==> src/rtl/divclk_pkg.sv <==
// Shared definitions for the divided-clock monitor: FSM encoding and defaults.
// Latency: n/a (package only).
// Backpressure: n/a (package only).
package divclk_pkg;

    // Half-cycle counter width and settle length used when the parent does not override.
    localparam int CNT_W_DEF  = 6;
    localparam int SETTLE_DEF = 2;

    typedef enum logic [1:0] {
        ST_IDLE    = 2'd0,
        ST_SETTLE  = 2'd1,
        ST_MEASURE = 2'd2,
        ST_STALL   = 2'd3
    } mon_state_t;

endpackage

==> src/rtl/dual_edge_sampler.sv <==
// Samples div_in on both clk edges and presents the pair, retimed to the rising edge.
// Latency: s_pos is div_in from the last rising edge, s_neg from the falling edge before it.
// Backpressure: none; one sample pair is produced every clk.
//
// Ports: clk, rst_n (async active-low, already release-synchronised)
//        div_in (divided clock), s_neg / s_pos (ordered sample pair, s_neg older)
module dual_edge_sampler (
    input  logic clk,
    input  logic rst_n,
    input  logic div_in,
    output logic s_neg,
    output logic s_pos
);

    logic neg_raw;

    always_ff @(negedge clk or negedge rst_n) begin
        if (!rst_n) begin
            neg_raw <= 1'b0;
        end else begin
            neg_raw <= div_in;
        end
    end

    // Re-register the falling-edge sample so both halves of the pair change together
    // on the rising edge; neg_raw was taken half a cycle before div_in is sampled here.
    always_ff @(posedge clk or negedge rst_n) begin
        if (!rst_n) begin
            s_neg <= 1'b0;
            s_pos <= 1'b0;
        end else begin
            s_neg <= neg_raw;
            s_pos <= div_in;
        end
    end

endmodule

==> src/rtl/divclk_monitor.sv <==
// Measures period and high time of a divided clock at half-cycle resolution and checks them against N.
// Latency: results appear one clk after the rising edge that processes the closing div_in edge.
// Backpressure: none; meas_valid is a single-cycle pulse that is not held.
//
// Ports: clk, reset (async active-low), div_in, exp_mod (expected N, 2..15)
//        period_hc / high_hc (last measurement in half-cycles), meas_valid (update pulse)
//        period_ok / duty_ok (compare against 2N / N), timeout, cfg_err, err_sticky
module divclk_monitor
    import divclk_pkg::*;
#(
    parameter int CNT_W  = CNT_W_DEF,  // must be >= 5 so that 2*15 fits
    parameter int SETTLE = SETTLE_DEF
) (
    input  logic             clk,
    input  logic             reset,
    input  logic             div_in,
    input  logic [3:0]       exp_mod,
    output logic [CNT_W-1:0] period_hc,
    output logic [CNT_W-1:0] high_hc,
    output logic             meas_valid,
    output logic             period_ok,
    output logic             duty_ok,
    output logic             timeout,
    output logic             cfg_err,
    output logic             err_sticky
);

    localparam logic [CNT_W-1:0] CNT_SAT  = '1;
    localparam logic [CNT_W:0]   CNT_STEP = {{(CNT_W-1){1'b0}}, 2'b10};
    localparam logic [7:0]       SETTLE_L = 8'(SETTLE);

    // Reset assertion is immediate; release is delayed by two clk edges.
    logic [1:0] rst_sync;
    logic       rst_n;

    always_ff @(posedge clk or negedge reset) begin
        if (!reset) begin
            rst_sync <= 2'b00;
        end else begin
            rst_sync <= {rst_sync[0], 1'b1};
        end
    end

    assign rst_n = rst_sync[1];

    logic s_neg;
    logic s_pos;

    dual_edge_sampler u_sampler (
        .clk    (clk),
        .rst_n  (rst_n),
        .div_in (div_in),
        .s_neg  (s_neg),
        .s_pos  (s_pos)
    );

    mon_state_t       state;
    logic [CNT_W-1:0] per_cnt;
    logic [CNT_W-1:0] high_cnt;
    logic [7:0]       settle_cnt;
    logic             prev_pos;
    logic [3:0]       exp_q;
    logic             period_ok_q;
    logic             duty_ok_q;

    logic             rise_neg;
    logic             rise_pos;
    logic             rise;
    logic [CNT_W:0]   per_sum;
    logic [CNT_W:0]   high_sum;
    logic [CNT_W-1:0] per_adv;
    logic [CNT_W-1:0] high_adv;
    logic [CNT_W-1:0] per_restart;
    logic [CNT_W-1:0] high_restart;
    logic [CNT_W:0]   lat_period_w;
    logic [CNT_W-1:0] lat_period;
    logic [CNT_W:0]   two_n;
    logic             p_match;
    logic             h_match;
    logic             sat_hit;
    logic             exp_chg;
    logic             settle_done;

    // Edge position within the ordered stream prev_pos, s_neg, s_pos.
    assign rise_neg = ~prev_pos & s_neg;
    assign rise_pos = ~s_neg & s_pos;
    assign rise     = rise_neg | rise_pos;

    assign per_sum  = {1'b0, per_cnt} + CNT_STEP;
    assign high_sum = {1'b0, high_cnt} + {{CNT_W{1'b0}}, s_neg} + {{CNT_W{1'b0}}, s_pos};
    assign per_adv  = (per_sum  >= {1'b0, CNT_SAT}) ? CNT_SAT : per_sum[CNT_W-1:0];
    assign high_adv = (high_sum >= {1'b0, CNT_SAT}) ? CNT_SAT : high_sum[CNT_W-1:0];

    // The new window starts at the edge sample: an edge in the neg slot owns both
    // samples of the pair (2 counted), an edge in the pos slot owns only s_pos.
    assign per_restart  = {{(CNT_W-2){1'b0}}, rise_neg, rise_pos};
    assign high_restart = {{(CNT_W-2){1'b0}}, rise_neg & s_pos, ~(rise_neg & s_pos)};

    // An edge in the pos slot leaves the s_neg sample (always 0 there) in the old window.
    assign lat_period_w = {1'b0, per_cnt} + {{CNT_W{1'b0}}, rise_pos};
    assign lat_period   = (lat_period_w > {1'b0, CNT_SAT}) ? CNT_SAT : lat_period_w[CNT_W-1:0];

    assign two_n   = {{(CNT_W-4){1'b0}}, exp_mod, 1'b0};
    assign p_match = (lat_period_w == two_n);
    assign h_match = ({1'b0, high_cnt} == {{(CNT_W-3){1'b0}}, exp_mod});

    // An edge landing on the saturating cycle wins over the timeout.
    assign sat_hit     = ~rise & (per_sum >= {1'b0, CNT_SAT});
    assign exp_chg     = (exp_q != exp_mod);
    assign settle_done = (settle_cnt + 8'd1) >= SETTLE_L;

    assign cfg_err   = (exp_mod < 4'd2);
    assign period_ok = period_ok_q & ~cfg_err;
    assign duty_ok   = duty_ok_q & ~cfg_err;

    always_ff @(posedge clk or negedge rst_n) begin
        if (!rst_n) begin
            state       <= ST_IDLE;
            per_cnt     <= '0;
            high_cnt    <= '0;
            settle_cnt  <= '0;
            prev_pos    <= 1'b0;
            exp_q       <= '0;
            period_hc   <= '0;
            high_hc     <= '0;
            meas_valid  <= 1'b0;
            period_ok_q <= 1'b0;
            duty_ok_q   <= 1'b0;
            timeout     <= 1'b0;
            err_sticky  <= 1'b0;
        end else begin
            prev_pos   <= s_pos;
            exp_q      <= exp_mod;
            meas_valid <= 1'b0;

            if (rise) begin
                per_cnt  <= per_restart;
                high_cnt <= high_restart;
            end else begin
                per_cnt  <= per_adv;
                high_cnt <= high_adv;
            end

            case (state)
                ST_IDLE: begin
                    if (rise) begin
                        state      <= ST_SETTLE;
                        settle_cnt <= '0;
                    end else if (sat_hit) begin
                        state   <= ST_STALL;
                        timeout <= 1'b1;
                        if (!cfg_err) err_sticky <= 1'b1;
                    end
                end
                ST_SETTLE, ST_MEASURE: begin
                    if (exp_chg) begin
                        // New target: discard settle progress, keep the running window.
                        state      <= ST_SETTLE;
                        settle_cnt <= '0;
                    end else if (rise) begin
                        if (state == ST_SETTLE) begin
                            if (settle_done) begin
                                state <= ST_MEASURE;
                            end else begin
                                settle_cnt <= settle_cnt + 8'd1;
                            end
                        end else begin
                            period_hc   <= lat_period;
                            high_hc     <= high_cnt;
                            meas_valid  <= 1'b1;
                            period_ok_q <= p_match & ~cfg_err;
                            duty_ok_q   <= h_match & ~cfg_err;
                            if (!cfg_err && !(p_match && h_match)) err_sticky <= 1'b1;
                        end
                    end else if (sat_hit) begin
                        state   <= ST_STALL;
                        timeout <= 1'b1;
                        if (!cfg_err) err_sticky <= 1'b1;
                    end
                end
                ST_STALL: begin
                    if (rise) begin
                        state      <= ST_SETTLE;
                        settle_cnt <= '0;
                        timeout    <= 1'b0;
                    end
                end
                default: state <= ST_IDLE;
            endcase
        end
    end

endmodule

==> config.mk <==
export PLATFORM = sky130hd
export DESIGN_NAME = divclk_monitor
export DESIGN_NICKNAME = d
export VERILOG_FILES = /design/src/rtl/divclk_pkg.sv /design/src/rtl/dual_edge_sampler.sv /design/src/rtl/divclk_monitor.sv
export SDC_FILE = /design/constraint.sdc
export NUM_CORES = 1
export LEC_CHECK = 0
export CORE_ASPECT_RATIO = 2
export CORE_MARGIN = 4
export CORE_UTILIZATION = 50
export DETAILED_ROUTE_END_ITERATION = 8
export DONT_BUFFER_PORTS = 1
export PLACE_DENSITY = 0.7
export SKIP_CTS_REPAIR_TIMING = 1
export SLEW_MARGIN = 20
export SYNTH_ARGS = -nofsm -noshare
export SYNTH_HDL_FRONTEND = slang
export SYNTH_SLANG_ARGS = --single-unit
export TNS_END_PERCENT = 10
==> constraint.sdc <==
create_clock -name clk -period 1.76 [get_ports clk]
set_input_delay 0.088 -clock clk [delete_from_list [all_inputs] [get_ports clk]]
set_output_delay 0.088 -clock clk [all_outputs]
set_load 0.005 [all_outputs]
==> out/metrics.yaml, run 1 <==
core_um2: 5140
synth_flop_cell: "dfrtp_1"
worst-setup-path-type: "reg -> reg"
hold_viol: 0
p_switching_uw: 1050
track_usage: 0.212
drive_gt1_frac: 0.309
path_cells: "nand2b_4 > inv_4 > ha_4 > ha_4 > buf_6 > xor2_2 > xnor2_1 > nand3_1 > or4_1 > o21ai_1"
pwr-share-clk: 0.235
drtAntennaViolNets: 0
io-pin-count: 25
cp.required_ns: 2.01
grt-ovfl-total: 0
path_clk_slew_ns: 0.09
layout_min_cycle_time_ns: 2.09
holdCritPathClass: "in -> reg"
diodes: 0
dp_slack_ns: -0.418
status: "finished with violations"
syn_area_um2: 2660
finalSetupViolCount: 8
fin_util: 0.669
final_area_um2: 3440
cts_root_buffer: "clkbuf_8"
nNetsFinal: 351
antenna_found_initial: 0
p_per_area_nw_per_um2: 913
clock_path_buffers: 2
gp_congestion: 0.999
placed_area_um2: 3080
crit_arrival_ns: 2.34
clock-skew-final_ns: 0.00766
ys_seq_area_frac: 0.461
syn_nets: 294
firstDrtPassIters: 6
synthSimpleGateAreaFrac: 0.218
clkLatencyLatePin_ns: 0.32
dp_hpwl_um: 4850
swShare: 0.335
syn_area_per_cell_um2: 9.67
clock-sinks: 49
tightest_slew_ns: 0.562
post-route-drc-count: 0
min_period_over_period: 1.19
cpMostUsedCell: "ha_4"
fin_ws_ns: -0.331
slowest_delay_ns: 0.51
ys_types: 57
power_frac_comb: 0.323
numPortBuffers: 0
layout_commonest_cell: "buf_4"
startpoint_type: "register"
htree_levels: 2
power_leakage_uw: 0.00157
end_kind: "register"
grt_pass1_vias: 2277
cp_max_fo: 3
rows: 37
grt_pass1_wl_um: 10500
critical_path.slowest_cell: "or4_1"
peakVddDrop_mv: 0.833
die_h_um: 111
most-common-layout-cells: "48 x buf_4, 47 x dfrtp_1, 45 x nand2_1, 16 x nor2_1, 12 x o21ai_0"
yosys.area_share.adder: 0.0593
start_util: 0.517
slew_violations: 0
syn_to_final_growth_pct: 29.3
synth_top_family_by_area: "simple AND/OR/NAND/NOR gates"
fmax_ghz: 0.478
synthXorXnorAreaFrac: 0.0678
grt_max_degree: 47
drv_cap: 0
synthMuxAreaShare: 0.00424
via_count: 2226
violations: "negative setup slack"
drt_wl_total_um: 6720
synth_edf_count: 0
cts_tree: "built"
via_per_inst: 5.69
initialDrtViolationCount: 93
routedWlPerCell_um: 17.2
ys_warn_count: 0
hold_slack_ns: 0.0582
async_flop_share: 1.00
power.internal_uw: 2080
slew_headroom: 0.625
synth-compound-area-share: 0.141
die_w_um: 59.6
ys_seq_elements: 49
p_seq_frac: 0.442
cts_buffers: 5
syn_inst: 275
dieArea_um2: 6620
rsz0062_at_grt: "true"
r2r_slack_ns: -0.33
power groups by stage:
stage	clock network (µW)	registers [µW]	logic, µW
after floorplan	0	1400	565
after global placement	0	1400	898
after detailed placement	0	1400	917
after CTS	744	1380	925
after global routing	800	1400	1130
final	738	1390	1010
metrics by stage:
step	cells	power, µW	TNS (ns)
2_1_floorplan	275	1960	-1.24
3_3_place_gp	376	2300	-3.22
3_5_place_dp	376	2320	-3.96
4_1_cts	384	3050	-4.46
5_1_grt	391	3340	-3.21
6_report	391	3140	-1.12
critical path, delay by kind of cell (launching register included):
| family | cells | cell delay [ns] |
|---|---|---|
| AND/OR/NAND/NOR | 3 | 0.72 |
| AO/OA/AOI/OAI | 1 | 0.13 |
| XOR/XNOR | 2 | 0.29 |
| flip-flops | 1 | 0.41 |
| buffers and inverters | 2 | 0.15 |
| adder cells (fa/ha/maj) | 2 | 0.32 |
cell families (layout without fill, tap and decap cells):
| group | after synthesis | count (layout) |
|---|---|---|
| AO/OA/AOI/OAI | 58 | 58 |
| other | 1 | 1 |
| XOR/XNOR | 18 | 18 |
| adder cells (fa/ha/maj) | 12 | 12 |
| multiplexers | 1 | 1 |
| buffers and inverters | 20 | 78 |
| AND/OR/NAND/NOR | 116 | 116 |
| flip-flops | 49 | 49 |
area by class of cell:
class                   count  area [µm²]
clock buffers               6        82.6
fillers                   392        1700
inverters                   9        41.3
multi-input cells         206        1500
repair buffers             61         498
well taps                  58        72.6
flip-flops and latches     49        1230
clock inverters             2        17.5
Yosys cell counts, types with 4 or more instances:
| cell | instances | area (µm²) |
|---|---|---|
| and3_1 | 4 | 25.0 |
| xor2_1 | 6 | 52.6 |
| a31oi_1 | 6 | 37.5 |
| nand2_1 | 45 | 169 |
| a21oi_1 | 11 | 55.1 |
| nor2_1 | 16 | 60.1 |
| xnor2_1 | 10 | 87.6 |
| ha_1 | 11 | 138 |
| dfrtp_1 | 48 | 1200 |
| o21ai_0 | 15 | 75.1 |
| nor2b_1 | 5 | 31.3 |
| nor3_1 | 6 | 30.0 |
| and2_1 | 9 | 56.3 |
| nand3_1 | 6 | 30.0 |
| nand4_1 | 5 | 31.3 |
| nand2b_1 | 4 | 25.0 |
| inv_1 | 8 | 30.0 |
flip-flops by register name, indices dropped and copies added, names as in the netlist, 2 cells and up:
name and flops:
settle_cnt 8, high_cnt 6, high_hc 6, per_cnt 6, period_hc 6, exp_q 4, rst_sync 2, state 2
worst paths after layout:
check / startpoint / cells past startpoint / to
worst max-delay path: u_sampler.s_pos / 10 / period_ok_q
worst min-delay path: exp_mod[1] / 3 / duty_ok_q
worst max register to register: u_sampler.s_pos / 10 / period_ok_q
worst min register to register: rst_sync[1] / 1 / per_cnt[3]
max in group asynchronous: rst_sync[1] / 0 / u_sampler.neg_raw
min in group asynchronous: rst_sync[1] / 1 / per_cnt[3]
metal layers:
metal,vias to the layer above,GRT usage,share of wire
met5,-,0,0
met4,0,0.123,0.041
met3,22,0.0536,0.043
met2,57,0.368,0.55
met1,1074,0.216,0.36
li1,1073,-,-
(Power assumes the default switching activity.)
==> run 2: changes to the inputs <==
--- a/config.mk
+++ b/config.mk
@@ -11,6 +11,7 @@
 export DETAILED_ROUTE_END_ITERATION = 8
 export DONT_BUFFER_PORTS = 1
 export PLACE_DENSITY = 0.7
+export SETUP_SLACK_MARGIN = 0.4
 export SKIP_CTS_REPAIR_TIMING = 1
 export SLEW_MARGIN = 20
 export SYNTH_ARGS = -nofsm -noshare
==> out/metrics.yaml, run 2 (same netlist as run 1, synthesis figures left out) <==
path_clk_slew_ns: 0.09  # about the same
via_per_inst: 5.78  # was 5.69
clock_path_buffers: 2  # unchanged
fin_ws_ns: -0.335  # was -0.331 ns
drt_wl_total_um: 6860  # was 6720 µm
firstDrtPassIters: 4  # was 6
core_um2: 5140  # unchanged
fmax_ghz: 0.477  # was 0.478 GHz
track_usage: 0.228  # was 0.212
dp_slack_ns: -0.345  # was -0.418 ns
grt-busiest-layer: "met2"  # unchanged
hp-start: "exp_mod[1]"  # unchanged
most-common-layout-cells: "50 x buf_4, 46 x dfrtp_1, 44 x nand2_1, 15 x nor2_1, 10 x o21ai_0"  # was 48 x buf_4, 47 x dfrtp_1, 45 x nand2_1, 16 x nor2_1, 12 x o21ai_0
hold_viol: 0  # unchanged
nNetsFinal: 352  # was 351
regMostFlops: "settle_cnt"  # unchanged
drive_gt1_frac: 0.326  # was 0.309
holdCritPathClass: "in -> reg"  # unchanged
dieArea_um2: 6620  # unchanged
worst-setup-path-type: "reg -> reg"  # unchanged
crit_arrival_ns: 2.35  # was 2.34 ns
start_util: 0.517  # unchanged
largest_register_ffs: 8  # unchanged
startpoint_type: "register"  # unchanged
crit_start: "u_sampler.s_neg"  # was u_sampler.s_pos
post-route-drc-count: 0  # unchanged
min_period_over_period: 1.19  # about the same
drtAntennaViolNets: 0  # unchanged
routedWlPerCell_um: 17.5  # was 17.2 µm
clkLatencyLatePin_ns: 0.31  # was 0.32 ns
total_power_uw: 3270  # was 3140 µW
rows: 37  # unchanged
cts_tree: "built"  # unchanged
grt_pass1_wl_um: 11400  # was 10500 µm
cts_buffers: 5  # unchanged
antenna_found_initial: 0  # unchanged
fin_util: 0.678  # was 0.669
fill_cells: 396  # was 392
die_h_um: 111  # unchanged
setup_tns_ns: -1.88  # was -1.12 ns
multi_input_area_um2: 1510  # was 1500 µm²
dp_hpwl_um: 5120  # was 4850 µm
slew_violations: 0  # unchanged
numPortBuffers: 0  # unchanged
finalSetupViolCount: 16  # was 8
grt_max_degree: 47  # unchanged
rsz0062_at_grt: "true"  # unchanged
globalRouteMet2Util: 0.396  # was 0.368
layout_commonest_cell: "buf_4"  # unchanged
slew_headroom: 0.614  # was 0.625
grt_pass1_vias: 2451  # was 2277
grtUsageMet3: 0.0443  # was 0.0536
clock-sinks: 49  # unchanged
violations: "negative setup slack"  # unchanged
die_w_um: 59.6  # unchanged
tightest_slew_ns: 0.580  # was 0.562 ns
r2r_start: "u_sampler.s_neg"  # was u_sampler.s_pos
layout_min_cycle_time_ns: 2.09  # about the same
cts_root_buffer: "clkbuf_8"  # unchanged
clock-skew-final_ns: 0.00904  # was 0.00766 ns
p_per_area_nw_per_um2: 937  # was 913 nW/µm²
peakVddDrop_mv: 0.830  # was 0.833 mV
gp_congestion: 0.856  # was 0.999
cp.required_ns: 2.01  # about the same
io-pin-count: 25  # unchanged
seq_area_um2: 1230  # about the same
end_kind: "register"  # unchanged
status: "finished with violations"  # unchanged
initialDrtViolationCount: 46  # was 93
grt-ovfl-total: 0  # unchanged
drv_cap: 0  # unchanged
htree_levels: 2  # unchanged
via_count: 2266  # was 2226
power_leakage_uw: 0.00159  # was 0.00157 µW
syn_to_final_growth_pct: 31.1  # was 29.3%
cp_max_fo: 3  # unchanged
hold_slack_ns: 0.0594  # was 0.0582 ns
met1_usage: 0.225  # was 0.216
diodes: 0  # unchanged
run 2: changes by cell type in the layout (fill, tap and decap cells not counted), moves of 2 or more:
cell,before,now
o21ai_2,0,4
buf_6,6,3
a211oi_1,1,3
a211oi_2,2,0
buf_12,0,2
buf_4,48,50
o21ai_0,12,10
o21ai_1,4,2
run 2: through the flow:
step                area (µm²)  instances
finish                    3480        392
global route              3480        392
CTS                       3280        384
detailed placement        3160        376
global placement          3160        376
floorplan                 2760        275
run 2: worst paths after layout:
path	endpoint	slack, ns	cells past startpoint
worst min-delay path	duty_ok_q	0.06	3
worst max register to register	period_ok_q	-0.33	9
worst min register to register	rst_sync[1]	0.37	0
min in group asynchronous	period_hc[1]	0.48	1
max in group asynchronous	u_sampler.neg_raw	0.73	0
worst max-delay path	period_ok_q	-0.33	9
run 2: per-layer routing:
metal  up-vias  wire length [µm]
li1       1073                 -
met1      1098              2260
met2        63              3910
met3        32               206
met4         0               480
met5         -                 0
run 2: worst max-delay path, stage by stage, from the launching register on:
cell and delay, ns:
dfrtp_1 0.39, nand2b_4 0.15, inv_4 0.06, ha_4 0.14, ha_4 0.16, xor2_2 0.21
xnor2_1 0.15, nand3_1 0.13, or4_4 0.53, o21ai_2 0.12
run 2: power breakdown:
part | switching [µW] | internal [µW]
combinational | 520 | 535
clock | 391 | 426
sequential | 133 | 1260
run 2: area by class of cell:
| type | count | area share |
|---|---|---|
| clock buffer | 5 | 0.0197 |
| tap | 58 | 0.0208 |
| inverter | 9 | 0.0111 |
| timing repair buffer | 62 | 0.149 |
| sequential | 49 | 0.353 |
| clock inverter | 3 | 0.0126 |
| multi-input combinational | 206 | 0.433 |
